$ cat src/rtl/unrot_seq.sv
// rtl/unrot_seq.sv - sequential inverse rotator (undoes a prior left/right rotation)
// Optional build macro: UNROT_FAST_EN selects a single-cycle barrel restore
// instead of the default one-bit-per-cycle serial restore.
module unrot_seq #(
   parameter int WIDTH = 8,
   parameter int SHW   = 3
) (
   input  logic             clk,
   input  logic             reset,
   input  logic             start,
   input  logic [WIDTH-1:0] a,
   input  logic [SHW-1:0]   amt,
   input  logic             rr,
   output logic [WIDTH-1:0] r,
   output logic             busy,
   output logic             done
);

   typedef enum logic [1:0] {
      IDLE  = 2'd0,
      SHIFT = 2'd1,
      DONE  = 2'd2
   } state_t;

   state_t         state;
   logic [SHW-1:0] cnt;
   // Latched original direction: 1 means the word was rotated right,
   // so restoring it means rotating left.
   logic           dir;
   logic           accept;

   // A new request is taken only when the engine is not mid-rotation.
   assign accept = start && ((state == IDLE) || (state == DONE));

`ifdef UNROT_FAST_EN
   logic [2*WIDTH-1:0] dbl_l;
   logic [2*WIDTH-1:0] dbl_r;
   logic [WIDTH-1:0]   rot_full;

   // Full inverse rotation in one step: doubling the word makes the
   // wrapped bits fall into the selected window.
   always_comb begin
      dbl_l    = {a, a} << amt;
      dbl_r    = {a, a} >> amt;
      rot_full = rr ? dbl_l[2*WIDTH-1:WIDTH] : dbl_r[WIDTH-1:0];
   end
`endif

   // Controller, datapath and status flags; busy/done are registered
   // alongside the state so they never depend combinationally on start.
   always_ff @(posedge clk or posedge reset) begin
      if (reset) begin
         state <= IDLE;
         r     <= '0;
         cnt   <= '0;
         dir   <= 1'b0;
         busy  <= 1'b0;
         done  <= 1'b0;
      end else begin
         case (state)
            IDLE, DONE: begin
               if (accept) begin
                  cnt <= amt;
                  dir <= rr;
`ifdef UNROT_FAST_EN
                  r     <= rot_full;
                  state <= DONE;
                  busy  <= 1'b0;
                  done  <= 1'b1;
`else
                  r <= a;
                  if (amt != '0) begin
                     state <= SHIFT;
                     busy  <= 1'b1;
                     done  <= 1'b0;
                  end else begin
                     state <= DONE;
                     busy  <= 1'b0;
                     done  <= 1'b1;
                  end
`endif
               end else begin
                  state <= IDLE;
                  busy  <= 1'b0;
                  done  <= 1'b0;
               end
            end
            SHIFT: begin
               // One modular bit step opposite to the original direction.
               if (dir) begin
                  r <= {r[WIDTH-2:0], r[WIDTH-1]};
               end else begin
                  r <= {r[0], r[WIDTH-1:1]};
               end
               cnt <= cnt - 1'b1;
               if (cnt == {{(SHW-1){1'b0}}, 1'b1}) begin
                  state <= DONE;
                  busy  <= 1'b0;
                  done  <= 1'b1;
               end else begin
                  state <= SHIFT;
                  busy  <= 1'b1;
                  done  <= 1'b0;
               end
            end
            default: begin
               state <= IDLE;
               busy  <= 1'b0;
               done  <= 1'b0;
            end
         endcase
      end
   end

endmodule

$ cat config.mk
export PLATFORM = sky130hd
export DESIGN_NAME = unrot_seq
export DESIGN_NICKNAME = d
export VERILOG_FILES = /design/src/rtl/unrot_seq.sv
export SDC_FILE = /design/constraint.sdc
export NUM_CORES = 1
export LEC_CHECK = 0
export ABC_CLOCK_PERIOD_IN_PS = 1400
export CAP_MARGIN = 0
export CORE_AREA = 2 2 47 49
export DETAILED_ROUTE_END_ITERATION = 10
export DIE_AREA = 0 0 49 51
export PLACE_DENSITY = 0.84
export RECOVER_POWER = 100
export SETUP_SLACK_MARGIN = 0.1
export SLEW_MARGIN = 15
export SYNTH_ARGS = -nofsm -noshare
export SYNTH_HDL_FRONTEND = slang
export SYNTH_SLANG_ARGS = --single-unit
$ cat constraint.sdc
create_clock -name clk -period 1.4 [get_ports clk]
set_input_delay 0.28 -clock clk [delete_from_list [all_inputs] [get_ports clk]]
set_output_delay 0.28 -clock clk [all_outputs]
set_load 0.02 [all_outputs]
# [After elaboration in Yosys (flattened, before gate mapping)]
# Cells that the tools add are included.
[totals] regBits=16 output_inout_bits=10
[classes] n_reduce_logical=8 n_addsub=1 muxes=17 n_eq_ne=4
[op_table] cell="2-to-1 mux 8 bit" n=2
[op_table] cell="case mux 8 bit (2 select lines)" n=1
[op_table] cell="2-to-1 mux 1 bit" n=6
[op_table] cell="2-to-1 mux 2 bit" n=3
[op_table] cell="case mux 3 bit (2 select lines)" n=1
[op_table] cell="case mux 1 bit (2 select lines)" n=2
[op_table] cell="case mux 2 bit (2 select lines)" n=1
[op_table] cell="AND reduction 2 bit" n=2
[op_table] cell="== test 3 x 1 -> 1 bit (second input constant)" n=1
[op_table] cell="2-to-1 mux 3 bit" n=1
[op_table] cell="nonzero test 3 bit" n=1
[op_table] cell="subtractor 3 x 1 -> 3 bit (second input constant)" n=1
[op_table] cell="== test 2 x 1 -> 1 bit (second input constant)" n=1
[op_table] cell="== test 2 bit (second input constant)" n=1
[op_table] cell="logical NOT 2 bit" n=1
[op_table] cell="!= test 2 bit (second input constant)" n=1
[op_table] cell="nonzero test 2 bit" n=1
[op_table] cell="OR reduction 2 bit" n=1
[op_table] cell="logical AND 1 bit" n=1
[op_table] cell="logical OR 1 bit" n=1

# [Longest topological paths before layout]
# Gate-level depths: netlist of the first run.
[depth] word_depth=5 ltp_mapped=5 depth_no_buf=5

# [Worst setup path before layout of the first run]
# Ideal clock, no wire load.
[synth_timing] kind="register -> register" from="register state[0]" to="register r[0]" stages_incl_launch_ff=6 t_required_ps=1277 setup_ps=123 arrival_time_ps=1157 period_less_slack_ps=1280 path_slack_ps=120 cell_sequence="dfrtp_1 buf_6 nor2b_4 buf_6 a221oi_2 nand2_1"
[synth_between] elab_chain_cells=5
[synth_rtl] item="start, declared" line="25" text="state_t state;"
[synth_rtl] item="start signal, assigned" line="53" text="state <= IDLE;"
[synth_rtl] item="start signal, assigned" line="73" text="state <= SHIFT;"
[synth_rtl] item="start signal, assigned" line="77" text="state <= DONE;"
[synth_rtl] item="== test 2 bit or logical NOT 2 bit (tied branches)" line="33, 60"
[synth_rtl] item="logical OR 1 bit" line="33" text="assign accept = start && ((state == IDLE) || (state == DONE));"
[synth_rtl] item="logical AND 1 bit" line="33"
[synth_rtl] item="!= test 2 bit (no source line)"
[synth_rtl] item="AND reduction 2 bit (no source line)"
[synth_rtl] item="end signal, assigned" line="91" text="r <= {r[WIDTH-2:0], r[WIDTH-1]};"
[synth_rtl] item="end signal, assigned" line="93" text="r <= {r[0], r[WIDTH-1:1]};"
[synth_rtl] item="end, declared" line="14" text="output logic [WIDTH-1:0] r,"
# Parallel ways exist; a longest one is shown, timed or not.
# A chain may end at the register's enable or synchronous reset.

# [Final worst setup path of the first run]
[layout_timing] from="register r[7]" to="output port r[7]"
# No word-level cell between the ends.

==> out/qor.txt, run 1 <==
Critical Path Source Type: flip-flop
# setup viols final: 0
antenna-violating nets left: 0
largest net degree at the start of global routing: 15
cell taking the most area after synthesis: dfrtp_1
worst-path fanout max: 3
Switching Fraction: 42.7%
Post-synth top cells: dfrtp_1, nand2_1, o22ai_1, nor2_1, nor3_1
DR iter-0 viols: 9
ranking of synthesized cells by area: dfrtp_1, mux2_2, a221oi_2, buf_6, mux2_4
Netlist Area Pre-Place: 855 sq um
post-synth top area share: 41.0%
vias in the first global route: 741
sw power: 1.15 mW
fin crit share: 93.1%
Final Hold Viols: 0
number of enable flip-flop cells after synthesis: 0
vias: 744
Bufs and invs on worst path: 1
DIE AREA: 0.00250 sq mm
detailed-route wire length per cell: 13.8 um
Max-slew headroom: 47.9%
CTS buffer count: 3
combinational share of power: 58.9%
Fin Clk Skew: 0.000907 ns
dpl hpwl: 1460 um
port bufs: 24
Yosys Warn Count: 0
num rows: 17
CP Class: reg -> out
max capacitance violation total: 0
Die Span Y: 51 um
share of cells above drive strength 1: 21.9%
crit path capture type: primary output
Post-Syn Area per Cell: 10.3 sq um
IO Pins: 25
Peak Freq: 767 MHz
RSZ-0062 raised after global routing: yes
die width: 49 um
Synth Instances: 83
vias per cell: 5.24
final hold slack: 0.499 ns
arrival time worst endpoint: 1.02 ns
async set-reset flop share out of synthesis: 100%
first-pass GRT wire length: 3370 um
Longest Clk Path Bufs: 2
gr ovfl total: 0
Slowest cell on crit path: dfrtp_1
P&R area growth vs syn: 32.1%
clock network fraction of total power: 11.2%
VDD IR max: 1.25 mV
Core Region: 0.00206 sq mm
htree depth: 1
Initial Utilization: 41.4%
number of diodes: 0
Worst-Skew Late Latency: 0.28 ns
CTS tree: yes
Most used DFF post-synth: dfrtp_1
Worst-path clk slew: 0.09 ns
CP max stage delay: 0.41 ns
clk sinks: 14
status: finished clean
CP top delay family: flip-flops
synthesized flop and latch total: 14
Synth cell types: 24
GRT Total Usage: 17.7%
Root Buffer: clkbuf_4
setup ws final: 0.0964 ns
routed wire length: 1950 um
fillcell total: 207
Pwr Density: 2380 mW/mm^2
register area share after synthesis: 41.0%
cells along the critical path: dlygate4sd2_1
min-delay worst type: in -> async
Sequential Power Share: 29.9%
Worst Path Required: 1.12 ns
internal power: 1.54 mW
DR DRC count: 0
1st-pass router iterations: 4
Pleak: 0.507 nW
dpl ws: -0.0883 ns
syn nets: 100
hold_buf cts: 0
Placer Congestion: 0.812
initial antenna violation count: 0
Nets: 132
cell with the most instances after synthesis: dfrtp_1
fin. max-slew vios: 0
Tightest Pin Transition: 0.782 ns
Tmin final: 1.30 ns
## per-layer routing
| layer | vias to the layer above | GRT usage, % | wire, um |
|---|---|---|---|
| li1 | 358 | - | - |
| met1 | 357 | 22.8 | 843 |
| met2 | 27 | 28.1 | 991 |
| met3 | 2 | 3.51 | 103 |
| met4 | 0 | 9.52 | 15 |
| met5 | - | 0 | 0 |
## layout make-up
class | count | area (sq um) | area share (%)
Multi-Input combinational cell | 60 | 430 | 38.1
Sequential cell | 14 | 352 | 31.2
Timing Repair Buffer | 33 | 264 | 23.4
Clock buffer | 4 | 36.3 | 3.22
Tap cell | 28 | 35.0 | 3.10
Inverter | 3 | 11.3 | 0.998
## state kept, by name, summed over array words and instances, names as in the netlist
name	count
r	8
cnt	3
dir	1
done	1
state	1
## timing repair
item	CTS	global route
gates cloned	0	0
setup endpoints to repair	12	16
setup buffers	0	1
gates resized for setup	17	12
## power by group through the flow
stage               Clock (mW)  Sequential (mW)  Combinational [mW]
finish                   0.300            0.802                1.58
global route             0.338            0.834                1.74
CTS                      0.303            0.806                1.66
detailed placement           0            0.813                1.73
global placement             0            0.801                1.66
floorplan                    0            0.958                1.07
## path summary, 6_finish.rpt
kind                       slack, ns   from  endpoint  cells past startpoint
min in group clk                0.51     rr       dir                      3
hold reg to reg                 0.58   r[6]      r[6]                      2
setup reg to reg                0.15    dir      r[4]                      3
hold / removal                  0.50  reset      r[7]                      3
max in group asynchronous       0.36  reset       dir                      3
setup / recovery                 0.1   r[7]      r[7]                      1
## kinds of logic after synthesis
family,share of synthesized area (%)
AO/OA/AOI/OAI,16.1
multiplexers,11.9
AND/OR/NAND/NOR,20.1
buffers and inverters,8.05
flip-flops,41.0
adder cells (fa/ha/maj),2.93
## placed cells by master (no fill, tap or decap), types with 3 or more instances in the layout
cell type        synthesis  routed
clkdlybuf4s50_1          0      14
dfrtp_1                 14      13
nand2_1                  9       9
o22ai_1                  7       7
buf_4                    1       7
nor3_1                   6       6
nor2_1                   6       6
clkbuf_1                 0       6
mux2_2                   5       5
dlygate4sd2_1            0       5
nor2b_1                  3       3
a21oi_1                  3       3
inv_1                    3       3
mux2_4                   3       3
and3_1                   3       3
clkbuf_4                 0       3
## per-stage QoR
stage	power [mW]	cell area, sq um	std cells	setup TNS, ns	util, %
finish	2.68	1130	142	0	54.7
global route	2.92	1130	142	0	54.7
CTS	2.77	1160	141	0	56.5
detailed placement	2.54	1130	137	-0.468	54.9
global placement	2.46	1130	137	-0.204	54.9
floorplan	2.03	855	83	0	-
No activity file was read; power rests on OpenSTA's default activity.
==> inputs of run 2 (changes only) <==
--- a/config.mk
+++ b/config.mk
@@ -13,7 +13,7 @@
 export PLACE_DENSITY = 0.84
 export RECOVER_POWER = 100
 export SETUP_SLACK_MARGIN = 0.1
-export SLEW_MARGIN = 15
+export SLEW_MARGIN = 20
 export SYNTH_ARGS = -nofsm -noshare
 export SYNTH_HDL_FRONTEND = slang
 export SYNTH_SLANG_ARGS = --single-unit
==> results of run 2 <==
No change in the layout: final DEF, timing and power equal those of run 1.
==> inputs of run 3 (changes only) <==
--- a/config.mk
+++ b/config.mk
@@ -13,7 +13,7 @@
 export PLACE_DENSITY = 0.84
 export RECOVER_POWER = 100
 export SETUP_SLACK_MARGIN = 0.1
-export SLEW_MARGIN = 20
+export SKIP_LAST_GASP = 1
 export SYNTH_ARGS = -nofsm -noshare
 export SYNTH_HDL_FRONTEND = slang
 export SYNTH_SLANG_ARGS = --single-unit
==> results of run 3 <==
No change in the layout: final DEF, timing and power equal those of run 1.
